File: src/rtl/uart_rx_ram_loader.sv
// uart_rx_ram_loader: receives UART bytes from the PC and writes them to consecutive
// image-RAM addresses starting at 0. It raises a sticky done flag after NUM_BYTES writes.
// Optional feature macro: UART_RX_PARITY_EN selects 8E1 framing. Without it the frame is 8N1.
module uart_rx_ram_loader #(
    parameter int CLKS_PER_BIT = 868,
    parameter int ADDR_W       = 16,
    parameter int NUM_BYTES    = 65536
) (
    input  logic              clk,
    input  logic              rst,
    input  logic              pc_ram_act,
    input  logic              rx,
    output logic              ram_we,
    output logic [ADDR_W-1:0] ram_addr,
    output logic [7:0]        ram_din,
    output logic              busy,
    output logic              done,
    output logic              frame_err
);

    localparam int CNT_W = $clog2(CLKS_PER_BIT);
    localparam logic [CNT_W-1:0]  HALF_LAST = CNT_W'(CLKS_PER_BIT / 2 - 1);
    localparam logic [CNT_W-1:0]  BIT_LAST  = CNT_W'(CLKS_PER_BIT - 1);
    localparam logic [ADDR_W-1:0] ADDR_LAST = ADDR_W'(NUM_BYTES - 1);

    localparam logic [2:0] S_IDLE   = 3'd0;
    localparam logic [2:0] S_START  = 3'd1;
    localparam logic [2:0] S_DATA   = 3'd2;
`ifdef UART_RX_PARITY_EN
    localparam logic [2:0] S_PARITY = 3'd3;
`endif
    localparam logic [2:0] S_STOP   = 3'd4;
    localparam logic [2:0] S_WRITE  = 3'd5;
    localparam logic [2:0] S_WAITHI = 3'd6;

    logic              rx_s1_q, rx_s1_d;
    logic              rx_s2_q, rx_s2_d;
    logic              rx_prev_q, rx_prev_d;
    logic [2:0]        state_q, state_d;
    logic [CNT_W-1:0]  cnt_q, cnt_d;
    logic [2:0]        bit_q, bit_d;
    logic [7:0]        shreg_q, shreg_d;
    logic [ADDR_W-1:0] addr_q, addr_d;
    logic              done_q, done_d;
    logic              busy_q, busy_d;
    logic              ferr_q, ferr_d;
`ifdef UART_RX_PARITY_EN
    logic              par_q, par_d;
`endif
    logic              rx_sync;

    assign rx_sync = rx_s2_q;

    // Two-flop synchroniser plus the previous synced value, used for start-edge detection.
    always_comb begin
        rx_s1_d   = rx;
        rx_s2_d   = rx_s1_q;
        rx_prev_d = rx_s2_q;
    end

    // Frame FSM, address counter and status flags. A low pc_ram_act overrides everything.
    always_comb begin
        state_d = state_q;
        cnt_d   = cnt_q;
        bit_d   = bit_q;
        shreg_d = shreg_q;
        addr_d  = addr_q;
        done_d  = done_q;
        busy_d  = busy_q;
        ferr_d  = 1'b0;
`ifdef UART_RX_PARITY_EN
        par_d   = par_q;
`endif
        case (state_q)
            S_IDLE: begin
                cnt_d = '0;
                bit_d = '0;
                // A start needs a real 1->0 edge. A line that is already low is ignored.
                if (!rx_sync && rx_prev_q && !done_q)
                    state_d = S_START;
            end
            S_START: begin
                if (cnt_q == HALF_LAST) begin
                    cnt_d = '0;
                    if (!rx_sync) begin
                        state_d = S_DATA;
                        busy_d  = 1'b1;
                    end else begin
                        state_d = S_IDLE;  // glitch shorter than half a bit
                    end
                end else begin
                    cnt_d = cnt_q + CNT_W'(1);
                end
            end
            S_DATA: begin
                if (cnt_q == BIT_LAST) begin
                    cnt_d   = '0;
                    shreg_d = {rx_sync, shreg_q[7:1]};  // LSB arrives first
                    bit_d   = bit_q + 3'd1;
                    if (bit_q == 3'd7) begin
`ifdef UART_RX_PARITY_EN
                        state_d = S_PARITY;
`else
                        state_d = S_STOP;
`endif
                    end
                end else begin
                    cnt_d = cnt_q + CNT_W'(1);
                end
            end
`ifdef UART_RX_PARITY_EN
            S_PARITY: begin
                if (cnt_q == BIT_LAST) begin
                    cnt_d   = '0;
                    par_d   = rx_sync;
                    state_d = S_STOP;
                end else begin
                    cnt_d = cnt_q + CNT_W'(1);
                end
            end
`endif
            S_STOP: begin
                if (cnt_q == BIT_LAST) begin
                    cnt_d = '0;
                    if (!rx_sync) begin
                        // Bad stop bit: drop the byte. Wait for idle so a break cannot retrigger.
                        ferr_d  = 1'b1;
                        busy_d  = 1'b0;
                        state_d = S_WAITHI;
`ifdef UART_RX_PARITY_EN
                    end else if ((^shreg_q) ^ par_q) begin
                        ferr_d  = 1'b1;
                        busy_d  = 1'b0;
                        state_d = S_IDLE;
`endif
                    end else begin
                        state_d = S_WRITE;
                    end
                end else begin
                    cnt_d = cnt_q + CNT_W'(1);
                end
            end
            S_WRITE: begin
                state_d = S_IDLE;
                busy_d  = 1'b0;
                // The last address sets done and holds. The counter never wraps.
                if (addr_q == ADDR_LAST)
                    done_d = 1'b1;
                else
                    addr_d = addr_q + ADDR_W'(1);
            end
            S_WAITHI: begin
                if (rx_sync)
                    state_d = S_IDLE;
            end
            default: state_d = S_IDLE;
        endcase

        if (!pc_ram_act) begin
            state_d = S_IDLE;
            cnt_d   = '0;
            bit_d   = '0;
            addr_d  = '0;
            done_d  = 1'b0;
            busy_d  = 1'b0;
            ferr_d  = 1'b0;
        end
    end

    // State registers. The synchroniser resets to idle-high.
    always_ff @(posedge clk or posedge rst) begin
        if (rst) begin
            rx_s1_q   <= 1'b1;
            rx_s2_q   <= 1'b1;
            rx_prev_q <= 1'b1;
            state_q   <= S_IDLE;
            cnt_q     <= '0;
            bit_q     <= '0;
            shreg_q   <= '0;
            addr_q    <= '0;
            done_q    <= 1'b0;
            busy_q    <= 1'b0;
            ferr_q    <= 1'b0;
`ifdef UART_RX_PARITY_EN
            par_q     <= 1'b0;
`endif
        end else begin
            rx_s1_q   <= rx_s1_d;
            rx_s2_q   <= rx_s2_d;
            rx_prev_q <= rx_prev_d;
            state_q   <= state_d;
            cnt_q     <= cnt_d;
            bit_q     <= bit_d;
            shreg_q   <= shreg_d;
            addr_q    <= addr_d;
            done_q    <= done_d;
            busy_q    <= busy_d;
            ferr_q    <= ferr_d;
`ifdef UART_RX_PARITY_EN
            par_q     <= par_d;
`endif
        end
    end

    // The write strobe is gated by pc_ram_act, so an abort during WRITE issues no write.
    assign ram_we    = (state_q == S_WRITE) && pc_ram_act;
    assign ram_addr  = addr_q;
    assign ram_din   = shreg_q;
    assign busy      = busy_q;
    assign done      = done_q;
    assign frame_err = ferr_q;

endmodule

File: config.mk
export PLATFORM = sky130hd
export DESIGN_NAME = uart_rx_ram_loader
export DESIGN_NICKNAME = d
export VERILOG_FILES = /design/src/rtl/uart_rx_ram_loader.sv
export SDC_FILE = /design/constraint.sdc
export NUM_CORES = 1
export LEC_CHECK = 0
export CORE_ASPECT_RATIO = 1.5
export CORE_MARGIN = 2
export CORE_UTILIZATION = 50
export CTS_CLUSTER_DIAMETER = 80
export CTS_CLUSTER_SIZE = 20
export DETAILED_ROUTE_END_ITERATION = 8
export DONT_BUFFER_PORTS = 1
export GPL_ROUTABILITY_DRIVEN = 0
export GPL_TIMING_DRIVEN = 0
export SETUP_SLACK_MARGIN = 0.5
export SLEW_MARGIN = 20
export SYNTH_ARGS = -nofsm -noshare
export SYNTH_HDL_FRONTEND = slang
export SYNTH_SLANG_ARGS = --single-unit
File: constraint.sdc
create_clock -name clk -period 3.5 [get_ports clk]
set_input_delay 0.7 -clock clk [delete_from_list [all_inputs] [get_ports clk]]
set_output_delay 0.7 -clock clk [all_outputs]
set_load 0.01 [all_outputs]
* Word-level counts from Yosys, hierarchy flattened *
Index checks and enable logic that the tools add are counted.

word-level totals
  flip-flop bits (word level) = 46
  bits in latches = 0
  memory bits (writable) = 0
  bits in read-only memories = 0
  input port bits = 4
  output and inout port bits = 28
  logic and storage cells = 83
  memories kept = 0

operators by class
  add/subtract/negate cells = 3
  multipliers = 0
  div/mod/pow operators = 0
  order comparisons = 0
  equal/unequal tests = 23
  shifts and indexed selects = 0
  multiplexer cells = 33
  bitwise gates (word level) = 0
  reductions and logical operators = 13

operators with widths
  kind                                                               count
  16-bit two-way mux                                                 3
  10-bit two-way mux                                                 3
  10-bit case mux with 3 select lines                                1
  3-bit two-way mux                                                  9
  3-bit != test (second input constant)                              8
  16-bit by 1-bit adder with 16-bit output (second input constant)   1
  16-bit == test (second input constant)                             1
  3-bit case mux with 5 select lines                                 1
  3-bit == test (second input constant)                              4
  1-bit two-way mux                                                  12
  10-bit by 1-bit adder with 10-bit output (second input constant)   1
  10-bit == test (second input constant)                             1
  10-bit by 9-bit == test with 1-bit output (second input constant)  1
  2-bit AND reduction                                                4
  3-bit case mux with 2 select lines                                 1
  6-bit AND reduction                                                1
  5-bit AND reduction                                                1
  2-bit two-way mux                                                  2
  2-bit by 1-bit != test with 1-bit output (second input constant)   2
  4-bit by 1-bit != test with 1-bit output (second input constant)   1
  4-bit by 2-bit != test with 1-bit output (second input constant)   1
  3-bit by 1-bit adder with 3-bit output (second input constant)     1
  3-bit by 1-bit == test with 1-bit output (second input constant)   1
  3-bit by 2-bit == test with 1-bit output (second input constant)   1
  7 further kinds                                                    10

* Depth between registers and ports, before layout *
Gate-level depths: netlist of run 1.

  depth after elaboration = 6
  mapped depth = 8
  gate-level depth less buffers = 7

* Worst setup path before layout of run 1 *
OpenSTA, ideal clock, no wires.

  kind = in2out
  start point = in pc_ram_act
  end point = out ram_we
  data arrival time = 1.632 ns
  required time = 2.800 ns
  slack = 1.168 ns
  stages = 5
  buffers on the path = 3
  path through = clkbuf_1 -> inv_1 -> clkbuf_1 -> clkbuf_1 -> nor2_1

on the way
  longest elaborated chain between the ends = 1

ends and longest elaborated chain
  item               RTL line  source
  start, declared    11        input logic pc_ram_act,
  1-bit logical AND  206       assign ram_we = (state_q == S_WRITE) && pc_ram_act;
  end, declared      13        output logic ram_we,

No other way between the ends.

* Final worst setup path of run 1 *
Ends and elaborated chain as after synthesis.

==> results.txt, run 1 <==
Die Area - 5490 µm²
Critical Path RT - 2.80 ns
Distinct cells, synth - 50
DRC viols - 0
Clock Latency Late Sink - 0.30 ns
post-cts sizing count - 0
Mapped Area - 2450 µm²
unrepaired setup endpoints after global routing - false
post-CTS setup repair buffer count - 0
status - complete, no violations
Pwr Total - 1390 µW
Synth area leader - dfrtp_1
leading cell type in the layout, fill and taps excluded - dfrtp_1
vias in the first global route - 1838
final wirelength - 4910 µm
post-route clock period utilization - 76.9%
H-tree level count - 2
Post-Syn Area per Cell - 10.1 µm²
clk_skew - 0.0115 ns
GRT Overall Usage - 19.5%
via count - 1822
CTS sink count - 46
Slew headroom - 61.0%
ANT nets after route - 0
Max Clock Freq - 0.372 GHz
syn nets - 253
CTS tree - done
RR Endpoint - bit_q[0]$_DFFE_PP0P_
register bit total from synthesis - 46
nets - 261
DRT iter0 DRCs - 59
Buffers on Ports - 0
IO Pins - 32
clk root buf - clkbuf_8
P&R area growth vs syn - 7.86%
Post-Synthesis Cells - 244
CP startpoint kind - input pin
yosys warns - 0
CP max FO - 10
Via density - 5.71
gr ovfl total - 0
CP Class - input pin to primary output
post-layout minimum cycle time - 2.69 ns
share of layout cells above drive strength 1 - 10.7%
Die Y - 89.8 µm
Main synth FF type - dfrtp_1
Worst Setup End Kind - primary output
Final Hold Slack - 0.266 ns
Worst-path clk slew - 0.09 ns
drt wl/cell - 15.4 µm
data arrival time of the worst path - 1.99 ns
Seq/Total Area, Yosys - 47.1%
Initial Utilization - 51.4%
Final setup violation count - 0
Cells after DPL - 311
min-delay worst type - input pin to async pin
deepest clock path buffer count - 2
top cells by area, synth - dfrtp_1, mux2_4, xnor2_1
reg2reg start - cnt_q[2]$_DFFE_PP0P_
Final Instance Count excl. Fillers - 319
core area - 4770 µm²
Final TNS setup - 0 ns
VDD IR max - 328 µV
first-pass GRT wire length - 8450 µm
FF-to-FF setup slack - 1.17 ns
num rows - 31
FF-to-FF path depth - 5
Async SR Flop Fraction - 100%
PD cells - 525 nW/µm²
Leakage - 0.00112 µW
max-capacitance violation count - 0
die width - 61.2 µm
antenna cells - 0
initial antenna violation count - 0
final hold viol count - 0
Pins Over Slew Limit - 0
DP HPWL - 3590 µm
Post-synth EDFFs - 0
# hold bufs at CTS - 0
First-pass DRT Iterations - 4
Num CTS Buffers - 5
most frequent cells in the layout - dfrtp_1, nor2_1, nand2_1, xnor2_1
Synth top area share - 43.9%
largest net degree at the start of global routing - 29
Slew @ Worst Pin - 0.578 ns
==> report_power, final <==
group          switching [µW]  leakage (µW)  internal, µW
clock network             185     0.0000441           140
registers                43.4      0.000628           567
logic                     269      0.000447           184
==> stage by stage <==
step / setup slack [ns] / util [%] / instance area [µm²]
finish: 0.809 / 55.4 / 2650
global route: 0.643 / 55.4 / 2650
CTS: 0.778 / 55.4 / 2650
detailed placement: 0.777 / 53.6 / 2550
global placement: 0.774 / 53.1 / 2530
floorplan: 1.17 / - / 2450
==> worst max-delay path: stages <==
cell and delay (ns):
clkbuf_1 0.22, inv_1 0.14, clkbuf_1 0.38, clkbuf_1 0.39, nor2_1 0.16
==> layer usage <==
metal	wire length, µm	part of all wire (%)	GRT usage [%]	up-vias
met5	0	0	0	-
met4	102	2.1	6.88	0
li1	-	-	-	896
met2	2450	50	32.2	47
met3	215	4.4	3.31	11
met1	2150	44	24.8	868
==> synth_stat cells, types with 2 or more instances <==
| master | instances |
|---|---|
| a2111oi_0 | 3 |
| a211oi_1 | 5 |
| a21oi_1 | 10 |
| a31oi_1 | 5 |
| and2_1 | 2 |
| and3_1 | 2 |
| and4_1 | 4 |
| clkbuf_1 | 10 |
| dfrtp_1 | 43 |
| dfstp_2 | 3 |
| ha_1 | 5 |
| inv_1 | 8 |
| mux2_2 | 2 |
| mux2_4 | 8 |
| mux2i_1 | 4 |
| nand2_1 | 23 |
| nand2b_1 | 2 |
| nand3_1 | 8 |
| nand4_1 | 6 |
| nand4b_1 | 2 |
| nor2_1 | 25 |
| nor2b_1 | 2 |
| nor3_1 | 9 |
| nor4_1 | 3 |
| o21ai_0 | 6 |
| o21bai_1 | 2 |
| o31ai_1 | 2 |
| xnor2_1 | 13 |
| xor2_1 | 6 |
==> worst max path at each step <==
stage | slack, ns | end | start
4_1_cts | 0.78 | ram_we | pc_ram_act
2_1_floorplan | 1.17 | ram_we | pc_ram_act
5_1_grt | 0.64 | ram_we | pc_ram_act
6_report | 0.81 | ram_we | pc_ram_act
3_3_place_gp | 0.77 | ram_we | pc_ram_act
3_5_place_dp | 0.78 | ram_we | pc_ram_act
==> final cells by class <==
type	instances	area (µm²)
multi-input cells	179	1220
clock buffers	5	68.8
clock inverters	3	21.3
well taps	66	82.6
repair buffers	1	20.0
plain buffers	11	48.8
flip-flops and latches	46	1150
inverters	8	30.0
fillers	422	2130
==> logic make-up after synthesis <==
| kind of cell | share of synthesized area, % |
|---|---|
| simple gates | 20.2 |
| buf+inv | 3.21 |
| mux | 7.45 |
| flops | 47.1 |
| fa+ha+maj | 2.96 |
| xor+xnor | 6.79 |
| compound gates | 12.3 |
==> registers in the layout, indices dropped and copies added (netlist names) <==
register	flops
bit_q	3
rx_prev_q	1
busy	1
cnt_q	10
rx_prev_d	1
rx_s1_q	1
ram_addr	16
state_q	3
ram_din	8
frame_err	1
done	1
(Power assumes the default switching activity.)
==> inputs of run 2 (changes only) <==
==> constraint.sdc (replaced) <==
create_clock -name clk -period 2.5 [get_ports clk]
set_input_delay 0.5 -clock clk [delete_from_list [all_inputs] [get_ports clk]]
set_output_delay 0.5 -clock clk [all_outputs]
set_load 0.01 [all_outputs]
==> results.txt, run 2 (synthesized netlist as in run 1, its figures left out) <==
VDD IR max - 496 µV (was 328 µV)
CP max FO - 8 (was 10)
gr ovfl total - 0 (unchanged)
Die Area - 5490 µm² (unchanged)
Worst Setup End Kind - flop (was primary output)
Fillers - 419 (was 422)
First-pass DRT Iterations - 4 (unchanged)
leading cell type in the layout, fill and taps excluded - dfrtp_1 (unchanged)
Pins Over Slew Limit - 0 (unchanged)
max FFs per register - 16 (unchanged)
unrepaired setup endpoints after global routing - true (was false)
core area - 4770 µm² (unchanged)
final hold viol count - 0 (unchanged)
post-route clock period utilization - 86.8%
sequential cell area - 1160 µm² (was 1150 µm²)
Worst-path clk slew - 0.09 ns (about the same)
status - complete, no violations (unchanged)
CP Class - flop to flop (was input pin to primary output)
max-capacitance violation count - 0 (unchanged)
DP HPWL - 3750 µm (was 3590 µm)
deepest clock path buffer count - 2 (unchanged)
ANT nets after route - 0 (unchanged)
Buffers on Ports - 0 (unchanged)
DRT iter0 DRCs - 70 (was 59)
RR Endpoint - ram_din[5]$_DFFE_PP0P_ (was bit_q[0]$_DFFE_PP0P_)
Via density - 5.80 (was 5.71)
first-pass GRT wire length - 8730 µm (was 8450 µm)
PD cells - 733 nW/µm² (was 525 nW/µm²)
H-tree level count - 2 (unchanged)
Cells after DPL - 311 (unchanged)
nets - 268 (was 261)
Final Hold Slack - 0.0234 ns (was 0.266 ns)
num rows - 31 (unchanged)
final wirelength - 5380 µm (was 4910 µm)
P&R area growth vs syn - 14.3% (was 7.86%)
min-delay worst type - input pin to async pin (unchanged)
CP startpoint kind - flop (was input pin)
Critical Path RT - 2.69 ns (was 2.80 ns)
Leakage - 0.00118 µW (was 0.00112 µW)
Initial Utilization - 51.4% (unchanged)
Final Instance Count excl. Fillers - 326 (was 319)
Die Y - 89.8 µm (unchanged)
most frequent cells in the layout - dfrtp_1, nor2_1, nand2_1, xnor2_1 (unchanged)
data arrival time of the worst path - 2.36 ns (was 1.99 ns)
post-layout util - 58.8% (was 55.4%)
Final TNS setup - 0 ns (unchanged)
Slew headroom - 70.9% (was 61.0%)
antenna cells - 0 (unchanged)
largest net degree at the start of global routing - 34 (was 29)
FF-to-FF path depth - 5 (unchanged)
FF-to-FF setup slack - 0.33 ns (was 1.17 ns)
IO Pins - 32 (unchanged)
share of layout cells above drive strength 1 - 21.2% (was 10.7%)
die width - 61.2 µm (unchanged)
vias in the first global route - 1838 (unchanged)
# hold bufs at CTS - 0 (unchanged)
drt wl/cell - 16.5 µm (was 15.4 µm)
Slew @ Worst Pin - 0.436 ns (was 0.578 ns)
DRC viols - 0 (unchanged)
Clock Latency Late Sink - 0.30 ns (about the same)
CTS sink count - 46 (unchanged)
Final setup violation count - 0 (unchanged)
Max Clock Freq - 0.461 GHz
GRT Overall Usage - 20.8% (was 19.5%)
post-layout minimum cycle time - 2.17 ns
clk_skew - 0.00951 ns (was 0.0115 ns)
initial antenna violation count - 0 (unchanged)
CTS tree - done (unchanged)
clk root buf - clkbuf_8 (unchanged)
fin worst setup slack - 0.329 ns (was 0.809 ns)
post-place setup slack - 0.0875 ns (was 0.777 ns)
via count - 1890 (was 1822)
footprint of the multi-input gates - 1310 µm² (was 1220 µm²)
Num CTS Buffers - 5 (unchanged)
reg2reg start - cnt_q[8]$_DFFE_PP0P_ (was cnt_q[2]$_DFFE_PP0P_)
## run 2: cell types whose count changed in the layout (fill, tap and decap cells not counted), sizes merged
cell	before	now
buf	2	11
clkinv	2	0
## run 2: what timing repair did
action,in CTS,in global routing
resized for setup,14,21
endpoints found under the hold margin,0,0
setup buffers,3,4
setup endpoints to repair,35,37
## run 2: cell type report
cell class                      instances  share of cell area, %
Buffer                                 11                   2.19
Clock buffer                            7                   2.72
Clock inverter                          1                  0.268
Inverter                                8                   1.07
Multi-Input combinational cell        179                   46.9
Sequential cell                        46                   41.4
Tap cell                               66                   2.95
Timing Repair Buffer                    8                   2.59
## run 2: layer usage
metal,vias up,routed length (µm),global-route usage [%]
met1,920,2190,25.2
met3,13,254,4.75
met5,-,0,0
li1,910,-,-
met4,0,105,8.33
met2,47,2830,34.3
## run 2: where the power goes
group | switching, µW | leakage [µW] | total (µW) | internal [µW]
Clock | 249 | 0.0000385 | 447 | 198
Combinational | 425 | 0.000521 | 749 | 324
Sequential | 65.6 | 0.000622 | 860 | 794
## run 2: how the worst max path moves through the flow
stage | depth (start not counted) | from | endpoint | slack [ns]
4_1_cts | 5 | cnt_q[3]$_DFFE_PP0P_ | ram_din[5]$_DFFE_PP0P_ | 0.32
3_5_place_dp | 5 | pc_ram_act | ram_we | 0.09
2_1_floorplan | 5 | cnt_q[3]$_DFFE_PP0P_ | ram_din[0]$_DFFE_PP0P_ | 0.38
6_report | 5 | cnt_q[8]$_DFFE_PP0P_ | ram_din[5]$_DFFE_PP0P_ | 0.33
5_1_grt | 6 | cnt_q[1]$_DFFE_PP0P_ | bit_q[0]$_DFFE_PP0P_ | 0.28
3_3_place_gp | 5 | pc_ram_act | ram_we | 0.08
## run 2: worst max-delay path, stage by stage (launching register included)
cell and delay, ns:
dfrtp_1 0.42, or3b_4 0.40, or4_4 0.44, or3_4 0.35, buf_6 0.16, mux2_4 0.30
## run 2: metrics by stage
stage	instance area (µm²)	total power [µW]
5_1_grt	2800	2210
6_report	2800	2060
4_1_cts	2710	2020
3_5_place_dp	2560	1520
3_3_place_gp	2540	1510
2_1_floorplan	2450	1370
